## config.mk

```make
export PLATFORM = sky130hd
export DESIGN_NAME = gray_ptr_sync
export DESIGN_NICKNAME = d
export VERILOG_FILES = /design/src/rtl/gray_ptr_sync.sv
export SDC_FILE = /design/constraint.sdc
export NUM_CORES = 1
export LEC_CHECK = 0
export ABC_CLOCK_PERIOD_IN_PS = 3200
export BUFFER_PORTS_ARGS = -buffer_cell sky130_fd_sc_hd__buf_2
export CORE_MARGIN = 2
export CORE_UTILIZATION = 54
export CTS_BUF_LIST = sky130_fd_sc_hd__clkbuf_8
export CTS_CLUSTER_SIZE = 14
export DETAILED_ROUTE_END_ITERATION = 16
export PLACE_DENSITY = 0.78
export SYNTH_ARGS = -nofsm -noshare
export SYNTH_HDL_FRONTEND = slang
export SYNTH_SLANG_ARGS = --single-unit
```

## constraint.sdc

```tcl
create_clock -name clk -period 3.2 [get_ports clk]
set_clock_uncertainty 0.05 [all_clocks]
set_input_delay 0.16 -clock clk [delete_from_list [all_inputs] [get_ports clk]]
set_output_delay 0.16 -clock clk [all_outputs]
set_load 0.01 [all_outputs]
```

## src/rtl/gray_ptr_sync.sv

```systemverilog
// Purpose: synchronise a foreign-domain Gray pointer, decode to binary, report steps and oversize jumps.
// Latency: input stable before edge t -> upd_o/bin_o valid in the cycle after edge t+SYNC_STAGES.
// Backpressure: none; every observed pointer change produces one update pulse.
module gray_ptr_sync #(
  parameter int W           = 8,
  parameter int SYNC_STAGES = 2,
  parameter int MAX_STEP    = 4
) (
  input  logic         clk,
  input  logic         rst_n,
  input  logic [W-1:0] gray_i,
  input  logic         clr_i,
  output logic [W-1:0] bin_o,
  output logic         upd_o,
  output logic [W-1:0] delta_o,
  output logic         err_o,
  output logic         primed_o
);

  typedef enum logic [1:0] {
    ST_PRIME = 2'd0,
    ST_RUN   = 2'd1,
    ST_ERR   = 2'd2
  } state_t;

  // Priming loads on the edge after the chain has been refilled end to end.
  localparam logic [2:0]   CNT_LAST = 3'(SYNC_STAGES);
  localparam logic [W-1:0] MAX_W    = W'(MAX_STEP);

  logic [W-1:0] r_sync [SYNC_STAGES];
  logic [W-1:0] r_g_prev;
  logic [W-1:0] r_bin;
  logic [W-1:0] r_delta;
  logic         r_upd;
  logic         r_err;
  logic         r_primed;
  logic [2:0]   r_cnt;
  state_t       r_state;

  logic [W-1:0] w_gs;
  logic [W-1:0] w_bin;
  logic [W-1:0] w_delta_new;
  logic         w_changed;
  state_t       w_state_nxt;
  logic [2:0]   w_cnt_nxt;
  logic         w_prime_load;
  logic         w_track;
  logic         w_set_err;

  // Synchroniser chain: only the first stage ever looks at the foreign pointer.
  always_ff @(posedge clk or negedge rst_n) begin
    if (!rst_n) begin
      for (int k = 0; k < SYNC_STAGES; k++) r_sync[k] <= '0;
    end else begin
      r_sync[0] <= gray_i;
      for (int k = 1; k < SYNC_STAGES; k++) r_sync[k] <= r_sync[k-1];
    end
  end

  assign w_gs = r_sync[SYNC_STAGES-1];

  // Gray-to-binary: each binary bit is the XOR of all Gray bits at or above it.
  for (genvar i = 0; i < W; i++) begin : g_dec
    assign w_bin[i] = ^w_gs[W-1:i];
  end

  assign w_delta_new = w_bin - r_bin;
  assign w_changed   = (w_gs != r_g_prev);

  // Next-state and datapath strobes; clear overrides any same-cycle update.
  always_comb begin
    w_state_nxt  = r_state;
    w_cnt_nxt    = r_cnt;
    w_prime_load = 1'b0;
    w_track      = 1'b0;
    w_set_err    = 1'b0;
    if (clr_i) begin
      w_state_nxt = ST_PRIME;
      w_cnt_nxt   = 3'd0;
    end else begin
      case (r_state)
        ST_PRIME: begin
          if (r_cnt == CNT_LAST) begin
            w_prime_load = 1'b1;
            w_state_nxt  = ST_RUN;
          end else begin
            w_cnt_nxt = r_cnt + 3'd1;
          end
        end
        ST_RUN, ST_ERR: begin
          if (w_changed) begin
            w_track = 1'b1;
            if (w_delta_new > MAX_W) begin
              w_set_err   = 1'b1;
              w_state_nxt = ST_ERR;
            end
          end
        end
        default: begin
          w_state_nxt = ST_PRIME;
          w_cnt_nxt   = 3'd0;
        end
      endcase
    end
  end

  // State register and prime counter.
  always_ff @(posedge clk or negedge rst_n) begin
    if (!rst_n) begin
      r_state <= ST_PRIME;
      r_cnt   <= 3'd0;
    end else begin
      r_state <= w_state_nxt;
      r_cnt   <= w_cnt_nxt;
    end
  end

  // Registered outputs; bin/delta deliberately hold across a clear.
  always_ff @(posedge clk or negedge rst_n) begin
    if (!rst_n) begin
      r_g_prev <= '0;
      r_bin    <= '0;
      r_delta  <= '0;
      r_upd    <= 1'b0;
      r_err    <= 1'b0;
      r_primed <= 1'b0;
    end else begin
      r_upd <= w_track;
      if (clr_i) begin
        r_err    <= 1'b0;
        r_primed <= 1'b0;
      end else begin
        if (w_prime_load) begin
          r_bin    <= w_bin;
          r_g_prev <= w_gs;
          r_delta  <= '0;
          r_primed <= 1'b1;
        end
        if (w_track) begin
          r_bin    <= w_bin;
          r_g_prev <= w_gs;
          r_delta  <= w_delta_new;
        end
        if (w_set_err) r_err <= 1'b1;
      end
    end
  end

  assign bin_o    = r_bin;
  assign upd_o    = r_upd;
  assign delta_o  = r_delta;
  assign err_o    = r_err;
  assign primed_o = r_primed;

endmodule

```

==> results.py <==
metrics = {
    "drt": {
        "wirelength_mm": 4.49,
        "drt_first_pass_iters": 5,
        "drt-initial-drc-count": 91,
        "drc": 0,
        "postRouteAntennaNets": 0,
        "num_vias": 1688,
        "wl_per_cell_um": 14.1,
        "via_per_inst": 5.31,
    },
    "timing": {
        "worst_slew_pin_slew_ns": 0.999,
        "final.period_utilization_pct": 99.9,
        "hold_violations": 47,
        "setup_viol": 0,
        "rsz0062_at_grt": "true",
        "setup_slack_ns": 0.00175,
        "max_freq_mhz": 313,
        "min_period_ns": 3.20,
        "slew_headroom_pct": 33.4,
        "maxSlewViolCount": 0,
        "hold_slack_ns": -0.0280,
    },
    "clocking": {
        "cts_tree": "yes",
        "cts.sinks": 47,
        "cts_inserted_buffers": 5,
        "cts_buffer_depth": 2,
        "htreeDepth": 2,
        "cts.reportedPaths.clkPinSlew_ns": 0.09,
        "clock_latency_ns": 0.30,
        "clock-root-buffer": "clkbuf_8",
    },
    "synthesis": {
        "synth_edf_count": 0,
        "syn_area_sq_um": 2350,
        "synth-seq-area-share_pct": 50.0,
        "synth_top_area_share_pct": 50.0,
        "yosys-top-cells-count": "dfrtp_1 (47), inv_1 (16), xnor2_1 (13)",
        "yosys.area.top_type": "dfrtp_1",
        "synth_nets": 238,
        "avgSynthCellArea_sq_um": 11.0,
        "ys_top_cells_by_area": "dfrtp_1 (50%), ha_1 (6.4%), xnor2_1 (4.8%)",
        "syn_inst": 214,
        "synthArstFlopShare_pct": 100,
        "ys_types": 40,
        "ys_seq_elements": 47,
        "synth_most_common_cell": "dfrtp_1",
        "synth_ff_type": "dfrtp_1",
        "synth_warnings": 0,
    },
    "grt": {
        "grt_max_degree": 48,
        "grt_usage_pct": 18.9,
        "grt-ovfl-total": 0,
        "grt_pass1_wl_mm": 7.32,
        "grt_pass1_vias": 1605,
        "grt_antenna_before_repair": 0,
    },
    "worst_setup_path": {
        "path_class": "flop to flop",
        "path_max_fanout": 3,
        "start_kind": "flop",
        "cp-end-kind": "flop",
        "worstPathArrival_ns": 3.33,
        "reg2reg_depth": 13,
        "required_ns": 3.33,
    },
    "placement": {
        "dp_slack_ns": -0.0332,
        "hpwlAfterDp_mm": 2.99,
        "routabilityCongestion": 0.832,
        "portBuffers": 29,
    },
    "die": {
        "initial_core_util_pct": 57.5,
        "rows": 23,
        "dieArea_sq_um": 4900,
        "io-pin-count": 30,
        "die_w_um": 70.0,
        "coreArea_sq_um": 4090,
        "die_h_um": 70.0,
    },
    "power": {
        "vdd.ir_drop.worst_mv": 0.648,
        "leakage_nw": 1.39,
        "power_density_nw_per_um2": 1080,
    },
    "finish": {
        "diodes": 0,
        "syn2layout_area_growth_pct": 26.4,
        "fillerInstances": 287,
        "nets": 291,
        "layout-drive-gt1-share_pct": 32.8,
        "fin_util_pct": 72.7,
    },
    "job": {
        "maxCapViolations": 0,
    },
    "run_status": {
        "violations": "negative hold slack",
        "outcome": "complete, but fails checks",
    },
    "hold_path": {
        "hold_class": "input port to async pin",
    },
}
-- cell families after synthesis --
logic type      share of synthesized area, %
simple gates                            13.1
compound gates                          11.3
xor+xnor                                9.10
fa+ha+maj                               7.24
mux                                     5.22
buf+inv                                 4.04
flops                                   50.0
-- sequential cells by signal, summed over array words and instances, names as in the netlist --
register and flops:
upd_o 1, r_cnt 3, r_g_prev 8, r_sync 8, w_gs 8, primed_o 1
bin_o 7, err_o 1, delta_o 8, r_state 2
-- cell usage in the layout (no fill, tap or decap), types with 6 or more instances in the layout --
master,n
nand2b_1,6
ha_1,9
inv_1,17
buf_2,29
xnor2_1,11
nand2_1,10
o21ai_0,11
nor2b_1,7
buf_4,16
dlygate4sd3_1,8
nand3_1,7
a21oi_1,9
dfrtp_1,47
nor2_1,10
mux2_2,10
-- metal layers --
layer	vias to the layer above	routed length, um	GRT usage, %
met5	-	0	0
met4	0	63	7.05
met3	7	169	4.91
met2	32	2270	31.1
met1	809	1990	23.9
li1	840	-	-
-- final timing paths --
kind | start | to | slack [ns]
worst min-delay path | rst_n | delta_o[0] | -0.03
worst max register to register | w_gs[7] | r_state[0] | 0.002
max in group asynchronous | rst_n | r_sync[15] | 2.51
worst max-delay path | w_gs[7] | r_state[0] | 0.002
worst min register to register | r_sync[9] | w_gs[1] | 0.30
min in group clk | clr_i | r_cnt[2] | 0.06
-- critical path, cell delays in order, from the launching register on --
cell,delay [ns]
dfrtp_1,0.41
xor2_2,0.21
xnor2_2,0.22
xor2_2,0.24
xnor2_2,0.10
xnor2_1,0.23
buf_4,0.16
ha_2,0.21
nor2b_2,0.07
o2111a_1,0.24
a211oi_2,0.26
o2111ai_2,0.27
o31ai_2,0.32
nand3b_1,0.11
-- through the flow --
step	TNS (ns)	cell area [sq um]	hold slack, ns	instances	power [mW]
2_1_floorplan	0	2350	-0.186	214	1.96
3_3_place_gp	0	2590	0.218	295	2.30
3_5_place_dp	-0.0767	2590	0.220	295	2.35
4_1_cts	0	2830	0.0113	313	2.90
5_1_grt	-0.284	2970	0.0597	318	3.42
6_report	0	2970	-0.0280	318	3.20
-- power breakdown --
part,switching [mW],internal [mW],total [mW],leakage (nW)
combinational,0.949,0.838,1.79,0.750
clock,0.195,0.309,0.504,0.0695
sequential,0.118,0.788,0.905,0.566
-- what timing repair did --
action                                  4_1_cts  5_1_grt
hold buffers                                  8        0
gates resized for setup                       2       22
buffers inserted                              2        5
endpoints found under the setup margin        3        5
pin swaps                                     2       12
hold endpoints to repair                      8        0
-- cell type report --
class | count | area, sq um | area share (%)
clock inverters | 3 | 63.8 | 2.15
multi-input cells | 144 | 1190 | 40.2
well taps | 50 | 62.6 | 2.11
inverters | 16 | 60.1 | 2.02
flip-flops and latches | 47 | 1180 | 39.6
repair buffers | 53 | 345 | 11.6
clock buffers | 5 | 68.8 | 2.32
Power figures use the tool's default switching activity.
